==> config.mk <==
export PLATFORM = sky130hd
export DESIGN_NAME = idelay_eye_scan
export DESIGN_NICKNAME = d
export VERILOG_FILES = /design/src/rtl/idelay_pkg.sv /design/src/rtl/pattern_err_counter.sv /design/src/rtl/idelay_eye_scan.sv
export SDC_FILE = /design/constraint.sdc
export NUM_CORES = 1
export LEC_CHECK = 0
export BUFFER_PORTS_ARGS = -buffer_cell sky130_fd_sc_hd__buf_4
export CORE_MARGIN = 10
export CORE_UTILIZATION = 54
export DETAILED_ROUTE_END_ITERATION = 6
export MAX_ROUTING_LAYER = met4
export PLACE_DENSITY = 0.73
export SLEW_MARGIN = 10
export SYNTH_ARGS = -nofsm -noshare
export SYNTH_HDL_FRONTEND = slang
export SYNTH_SLANG_ARGS = --single-unit
==> constraint.sdc <==
create_clock -name clk160 -period 3.24 [get_ports clk160]
set_clock_uncertainty 0.05 [all_clocks]
set_input_delay 0.162 -clock clk160 [delete_from_list [all_inputs] [get_ports clk160]]
set_output_delay 0.162 -clock clk160 [all_outputs]
set_load 0.05 [all_outputs]
==> src/rtl/idelay_pkg.sv <==
`default_nettype none
// +----------------------------------------------------------------------------+
// | Package    : idelay_pkg                                                    |
// | Purpose    : Shared types and default constants for the IDELAY eye scan:   |
// |              the scan-state enum, the 9-bit tap type, the run-length and   |
// |              error-count types, and the counter-width helper.              |
// | Revision   : 1.0 - initial release                                         |
// +----------------------------------------------------------------------------+
package idelay_pkg;

  localparam int c_tap_w = 9;
  localparam int c_len_w = 10;
  localparam int c_err_w = 16;

  localparam int c_def_tap_max    = 511;
  localparam int c_def_step       = 8;
  localparam int c_def_dwell_log2 = 10;
  localparam int c_def_settle     = 16;
  localparam int c_def_err_thresh = 0;
  localparam int c_def_timeout    = 1024;

  typedef logic [c_tap_w-1:0] tap_t;
  typedef logic [c_len_w-1:0] len_t;
  typedef logic [c_err_w-1:0] err_t;

  typedef enum logic [3:0] {
    ST_IDLE     = 4'd0,
    ST_SET      = 4'd1,
    ST_WAIT_RDY = 4'd2,
    ST_SETTLE   = 4'd3,
    ST_DWELL    = 4'd4,
    ST_EVAL     = 4'd5,
    ST_CENTER   = 4'd6,
    ST_WAIT_FIN = 4'd7,
    ST_FAIL     = 4'd8,
    ST_DONE     = 4'd9
  } scan_state_t;

  // Width of a single shared cycle counter able to reach the largest of the
  // three terminal counts (timeout, settle, dwell).
  function automatic int cnt_width(input int a, input int b, input int c);
    int m;
    m = a;
    if (b > m) m = b;
    if (c > m) m = c;
    return $clog2(m) + 1;
  endfunction

endpackage
`default_nettype wire

==> src/rtl/pattern_err_counter.sv <==
`default_nettype none
// +----------------------------------------------------------------------------+
// | Module     : pattern_err_counter                                           |
// | Purpose    : Compares each deserialized word against the training pattern |
// |              and counts mismatches in a 16-bit saturating counter.         |
// | Ports      : clk160, rstb (async, active-low)                              |
// |              clr      - zero the counter (wins over en)                    |
// |              en       - count mismatches this cycle                        |
// |              pattern  - expected training word                             |
// |              data_in  - received lane word                                 |
// |              pass     - error count <= ERR_THRESH                          |
// | Revision   : 1.0 - initial release                                         |
// +----------------------------------------------------------------------------+
module pattern_err_counter
  import idelay_pkg::*;
#(
  parameter int ERR_THRESH = c_def_err_thresh
) (
  input  logic       clk160,
  input  logic       rstb,
  input  logic       clr,
  input  logic       en,
  input  logic [7:0] pattern,
  input  logic [7:0] data_in,
  output logic       pass
);

  localparam err_t c_thresh = err_t'(ERR_THRESH);

  err_t r_err;

  always_ff @(posedge clk160 or negedge rstb) begin
    if (!rstb) begin
      r_err <= '0;
    end else if (clr) begin
      r_err <= '0;
    end else if (en && (data_in != pattern) && (r_err != '1)) begin
      r_err <= r_err + err_t'(1);
    end
  end

  assign pass = (r_err <= c_thresh);

endmodule
`default_nettype wire

==> src/rtl/idelay_eye_scan.sv <==
`default_nettype none
// +----------------------------------------------------------------------------+
// | Module     : idelay_eye_scan                                               |
// | Purpose    : Sweeps one IDELAY lane across its tap range, measures the     |
// |              training-pattern error count at each point, tracks the        |
// |              longest contiguous passing run and parks the delay at its     |
// |              centre.                                                       |
// | Ports      : clk160, rstb (async, active-low)                              |
// |              start        - scan request, honoured only when idle          |
// |              pattern      - expected training word                         |
// |              data_in      - deserialized lane word                         |
// |              delay_ready  - downstream IDELAY has reached delay_target     |
// |              delay_target - tap request to the IDELAY set controller       |
// |              busy / done  - scan in progress / scan complete (level)       |
// |              scan_fail    - no passing point or downstream timeout         |
// |              eye_start    - first tap of the chosen run                    |
// |              eye_width    - passing points x STEP                          |
// | Revision   : 1.0 - initial release                                         |
// +----------------------------------------------------------------------------+
module idelay_eye_scan
  import idelay_pkg::*;
#(
  parameter int TAP_MAX    = c_def_tap_max,
  parameter int STEP       = c_def_step,
  parameter int DWELL_LOG2 = c_def_dwell_log2,
  parameter int SETTLE     = c_def_settle,
  parameter int ERR_THRESH = c_def_err_thresh,
  parameter int TIMEOUT    = c_def_timeout
) (
  input  logic       clk160,
  input  logic       rstb,
  input  logic       start,
  input  logic [7:0] pattern,
  input  logic [7:0] data_in,
  input  logic       delay_ready,
  output tap_t       delay_target,
  output logic       busy,
  output logic       done,
  output logic       scan_fail,
  output tap_t       eye_start,
  output logic [9:0] eye_width
);

  localparam int                 c_cnt_w       = cnt_width(TIMEOUT, SETTLE, 1 << DWELL_LOG2);
  localparam logic [c_cnt_w-1:0] c_tmo_last    = c_cnt_w'(TIMEOUT - 1);
  localparam logic [c_cnt_w-1:0] c_settle_last = c_cnt_w'(SETTLE - 1);
  localparam logic [c_cnt_w-1:0] c_dwell_last  = c_cnt_w'((1 << DWELL_LOG2) - 1);
  localparam logic [c_cnt_w-1:0] c_cnt_one     = c_cnt_w'(1);
  localparam logic [9:0]         c_tap_max     = 10'(TAP_MAX);
  localparam logic [9:0]         c_step        = 10'(STEP);

  scan_state_t        r_state;
  scan_state_t        w_next;
  logic [c_cnt_w-1:0] r_cnt;
  tap_t               r_tap;
  tap_t               r_cur_start;
  tap_t               r_best_start;
  len_t               r_cur_len;
  len_t               r_best_len;

  logic [9:0] w_tap_sum;
  logic       w_tap_over;
  logic       w_pass;
  logic       w_err_clr;
  logic       w_err_en;
  len_t       w_new_len;
  tap_t       w_new_start;

  assign w_err_clr = (r_state == ST_SETTLE);
  assign w_err_en  = (r_state == ST_DWELL);

  pattern_err_counter #(
    .ERR_THRESH (ERR_THRESH)
  ) u_err_cnt (
    .clk160  (clk160),
    .rstb    (rstb),
    .clr     (w_err_clr),
    .en      (w_err_en),
    .pattern (pattern),
    .data_in (data_in),
    .pass    (w_pass)
  );

  // Next tap is formed one bit wider than a tap so the end-of-range test
  // cannot be fooled by a wrap past TAP_MAX.
  always_comb begin
    w_tap_sum   = {1'b0, r_tap} + c_step;
    w_tap_over  = (w_tap_sum > c_tap_max);
    w_new_len   = r_cur_len + len_t'(1);
    w_new_start = (r_cur_len == '0) ? r_tap : r_cur_start;

    w_next = r_state;
    case (r_state)
      ST_IDLE:     if (start) w_next = ST_SET;
      ST_SET:      w_next = ST_WAIT_RDY;
      ST_WAIT_RDY: begin
        if (delay_ready)              w_next = ST_SETTLE;
        else if (r_cnt == c_tmo_last) w_next = ST_FAIL;
      end
      ST_SETTLE:   if (r_cnt == c_settle_last) w_next = ST_DWELL;
      ST_DWELL:    if (r_cnt == c_dwell_last)  w_next = ST_EVAL;
      ST_EVAL:     w_next = w_tap_over ? ST_CENTER : ST_SET;
      ST_CENTER:   w_next = (r_best_len == '0) ? ST_FAIL : ST_WAIT_FIN;
      ST_WAIT_FIN: begin
        if (delay_ready)              w_next = ST_DONE;
        else if (r_cnt == c_tmo_last) w_next = ST_FAIL;
      end
      ST_FAIL:     w_next = ST_DONE;
      ST_DONE:     w_next = ST_IDLE;
      default:     w_next = ST_IDLE;
    endcase
  end

  // One cycle counter serves timeout, settle and dwell: it restarts from zero
  // on every state change, so each state sees its own elapsed cycles.
  always_ff @(posedge clk160 or negedge rstb) begin
    if (!rstb) begin
      r_state <= ST_IDLE;
      r_cnt   <= '0;
    end else begin
      r_state <= w_next;
      r_cnt   <= (w_next != r_state) ? '0 : (r_cnt + c_cnt_one);
    end
  end

  always_ff @(posedge clk160 or negedge rstb) begin
    if (!rstb) begin
      r_tap        <= '0;
      r_cur_start  <= '0;
      r_cur_len    <= '0;
      r_best_start <= '0;
      r_best_len   <= '0;
      delay_target <= '0;
      busy         <= 1'b0;
      done         <= 1'b0;
      scan_fail    <= 1'b0;
      eye_start    <= '0;
      eye_width    <= '0;
    end else begin
      case (r_state)
        ST_IDLE: begin
          if (start) begin
            busy         <= 1'b1;
            done         <= 1'b0;
            scan_fail    <= 1'b0;
            r_tap        <= '0;
            r_cur_start  <= '0;
            r_cur_len    <= '0;
            r_best_start <= '0;
            r_best_len   <= '0;
          end
        end
        ST_SET: delay_target <= r_tap;
        ST_EVAL: begin
          if (w_pass) begin
            r_cur_len   <= w_new_len;
            r_cur_start <= w_new_start;
            // Strictly greater: on a tie the earlier run is kept.
            if (w_new_len > r_best_len) begin
              r_best_len   <= w_new_len;
              r_best_start <= w_new_start;
            end
          end else begin
            r_cur_len <= '0;
          end
          if (!w_tap_over) r_tap <= w_tap_sum[c_tap_w-1:0];
        end
        ST_CENTER: begin
          if (r_best_len != '0) begin
            delay_target <= r_best_start
                          + tap_t'(((32'(r_best_len) - 32'd1) * STEP) / 2);
            eye_start    <= r_best_start;
            eye_width    <= 10'(32'(r_best_len) * STEP);
          end
        end
        ST_FAIL: begin
          delay_target <= '0;
          scan_fail    <= 1'b1;
          eye_width    <= '0;
        end
        ST_DONE: begin
          done <= 1'b1;
          busy <= 1'b0;
        end
        default: ;
      endcase
    end
  end

endmodule
`default_nettype wire

==> results.toml <==
[run_status]
status = "completed"

[sta]
worst_pin_slew_ns = 0.803
clock.fmax_mhz = 326
fin_crit_sh = 0.946
rsz0062_at_grt = "false"
hold_viol = 0
tns_ns = 0
slew_viol_final = 0
whs_ns = 0.125
relSlewSlack = 0.463
finalCriticalPeriod_ns = 3.06
finalSetupViolations = 0

[run]
max-cap-violations = 0

[hold_path]
hold_class = "in2reg"
hold_depth = 3

[global_routing]
gr-usage-all-layers = 0.176
grt_max_degree = 104
grt_pass1_vias = 4387
grt_antenna_before_repair = 0
grt_first_pass_wirelength_um = 21200
grt-ovfl-total = 0

[clocking]
htree_levels = 3
clkSinkCount = 103
clk_pin_slew_worst_paths_ns = 0.11
clk_path_buf_depth = 2
cts_tree = "built"
numCtsBuffers = 9
clkLatencyLatePin_ns = 0.38
cts_root_buf = "clkbuf_8"

[logic_synthesis]
synth_edf_count = 0
synth_top_area_frac = 0.449
ys_async_sr_fraction = 1.00
mappedNetlistArea_mm2 = 0.00574
synth_cell_types = 64
synth_cells = 597
ys_warn_count = 0
synth.top_cells.by_area = "dfrtp_1 (45%), ha_1 (5.0%), nand2_1 (4.9%)"
ys.flop_type = "dfrtp_1"
synth_seq_area_share = 0.449
synth_area_leader_cell = "dfrtp_1"
syn_area_per_cell_um2 = 9.62
synth-seq-cells = 103

[floorplanning]
placementRows = 37
initial_utilization = 0.556
die-height_um = 123
dieArea_mm2 = 0.0152
core-area_mm2 = 0.0103
ios = 51
die_x_um = 123

[worst_setup_path]
ff2ff_path_depth = 11
start_kind = "register"
path_max_fanout = 7
endpoint_kind = "register"
crit_type = "reg2reg"
worst_ep_arrival_time_ns = 3.30
required_ns = 3.47

[drt]
drtIter0Drc = 444
vias = 4538
via_per_inst = 5.73
antenna_left = 0
wl_um = 12700
first_pass_iters = 5
drc = 0
drt-wirelength-per-cell_um = 16.1

[power]
vdd_drop_max_uv = 418
leakage_nw = 3.15
power.total_w = 0.00313
p_per_area_mw_per_mm2 = 480

[cells_and_area]
design_area_mm2 = 0.00653
drive_gt1_frac = 0.162
area_growth_pct = 13.7
diodes = 0
final_util = 0.632
fin_nets = 695

[place]
place_area_mm2 = 0.00628
globalplace.congestion = 0.925
dp_hpwl_um = 9280
port_buffers = 47
-- placed cells by master, fill, tap and decap left out, types with 10 or more instances in the layout --
cell type	instances
nor3_1	24
nand2_1	75
xnor2_1	32
mux2i_1	27
nor2_1	44
a21oi_1	15
inv_1	33
dfrtp_1	103
buf_4	66
a22o_1	10
clkbuf_8	10
nand3_1	23
o21ai_0	30
ha_1	23
xor2_1	17
-- metal layers --
layer | vias to the layer above | track usage | part of all wire
li1 | 2184 | - | -
met5 | - | - | 0
met1 | 2223 | 0.224 | 0.45
met2 | 116 | 0.285 | 0.49
met4 | 0 | 0.0568 | 0.013
met3 | 15 | 0.0237 | 0.044
-- critical path: stages, from the launching register on --
cell and delay [ns]:
dfrtp_1 0.47, ha_1 0.27, nand3_1 0.16, or3_1 0.35, xor2_1 0.17, inv_1 0.06
ha_1 0.28, nand4_1 0.10, o21bai_1 0.17, a311o_2 0.44, buf_4 0.15, mux2_4 0.28
-- sequential cells by signal, summed over array words and instances (netlist names), 9 cells and up --
signal and flops:
r_best_start 9, r_cur_len 10, r_best_len 10, delay_target 9, eye_start 9, r_cur_start 9
r_cnt 11, u_err_cnt.r_err 16
-- timing repair --
action / CTS / global route
pin swaps: 0 / 1
gates cloned: 0 / 0
hold buffers: 1 / 0
setup endpoints to repair: 3 / 13
buffers inserted: 0 / 3
hold endpoints to repair: 103 / 0
resized for setup: 1 / 0
-- synth_stat cells (all sizes together) (3+ instances only) --
cell type  count
a211oi         3
a21o           3
a21oi         15
a22o          10
a31oi         10
and2           5
and3           8
buf           10
clkbuf        17
dfrtp        103
ha            23
inv           33
mux2          11
mux2i         27
nand2         75
nand2b         5
nand3         23
nand4         10
nor2          44
nor3          24
nor3b          6
nor4           9
nor4b          4
o21a           4
o21ai         32
or3            3
xnor2         32
xor2          17
-- kinds of logic after synthesis --
logic type                 Yosys count  share of synthesized area
AOI/OAI and AO/OA                   96                      0.109
xor gates and xnor gates            49                     0.0747
adders and majority gates           24                     0.0536
buffers and inverters               60                     0.0462
DFF                                103                      0.449
muxes                               38                     0.0700
other                                1                   0.000653
and+or+nand+nor                    226                      0.197
-- worst paths after layout --
path / start / endpoint / slack (ns)
worst max register to register: r_cur_len[0] / r_best_len[2] / 0.18
worst min-delay path: delay_ready / r_state[2] / 0.13
max in group asynchronous: rstb / r_cur_len[7] / 2.41
min in group asynchronous: rstb / busy / 0.34
worst max-delay path: r_cur_len[0] / r_best_len[2] / 0.18
worst min register to register: scan_fail / scan_fail / 0.45
-- layout make-up --
class / count / area, um2
clock inverter: 6 / 72.6
fill: 848 / 3800
clock buffer: 10 / 138
tap: 136 / 170
timing repair buffer: 68 / 526
sequential: 103 / 2580
inverter: 33 / 124
multi-input combinational: 436 / 2920
-- stage by stage --
step	instances	setup WS (ns)
after floorplan	599	0.409
after global placement	772	0.135
after detailed placement	772	0.00614
after CTS	789	0.167
after global routing	792	0.00771
final	792	0.176
-- power by group --
part / internal (W) / switching [W]
Clock: 0.000391 / 0.000478
Sequential: 0.00136 / 0.0000869
Combinational: 0.000277 / 0.000544
Note: power is estimated with default switching activity, not from simulation.
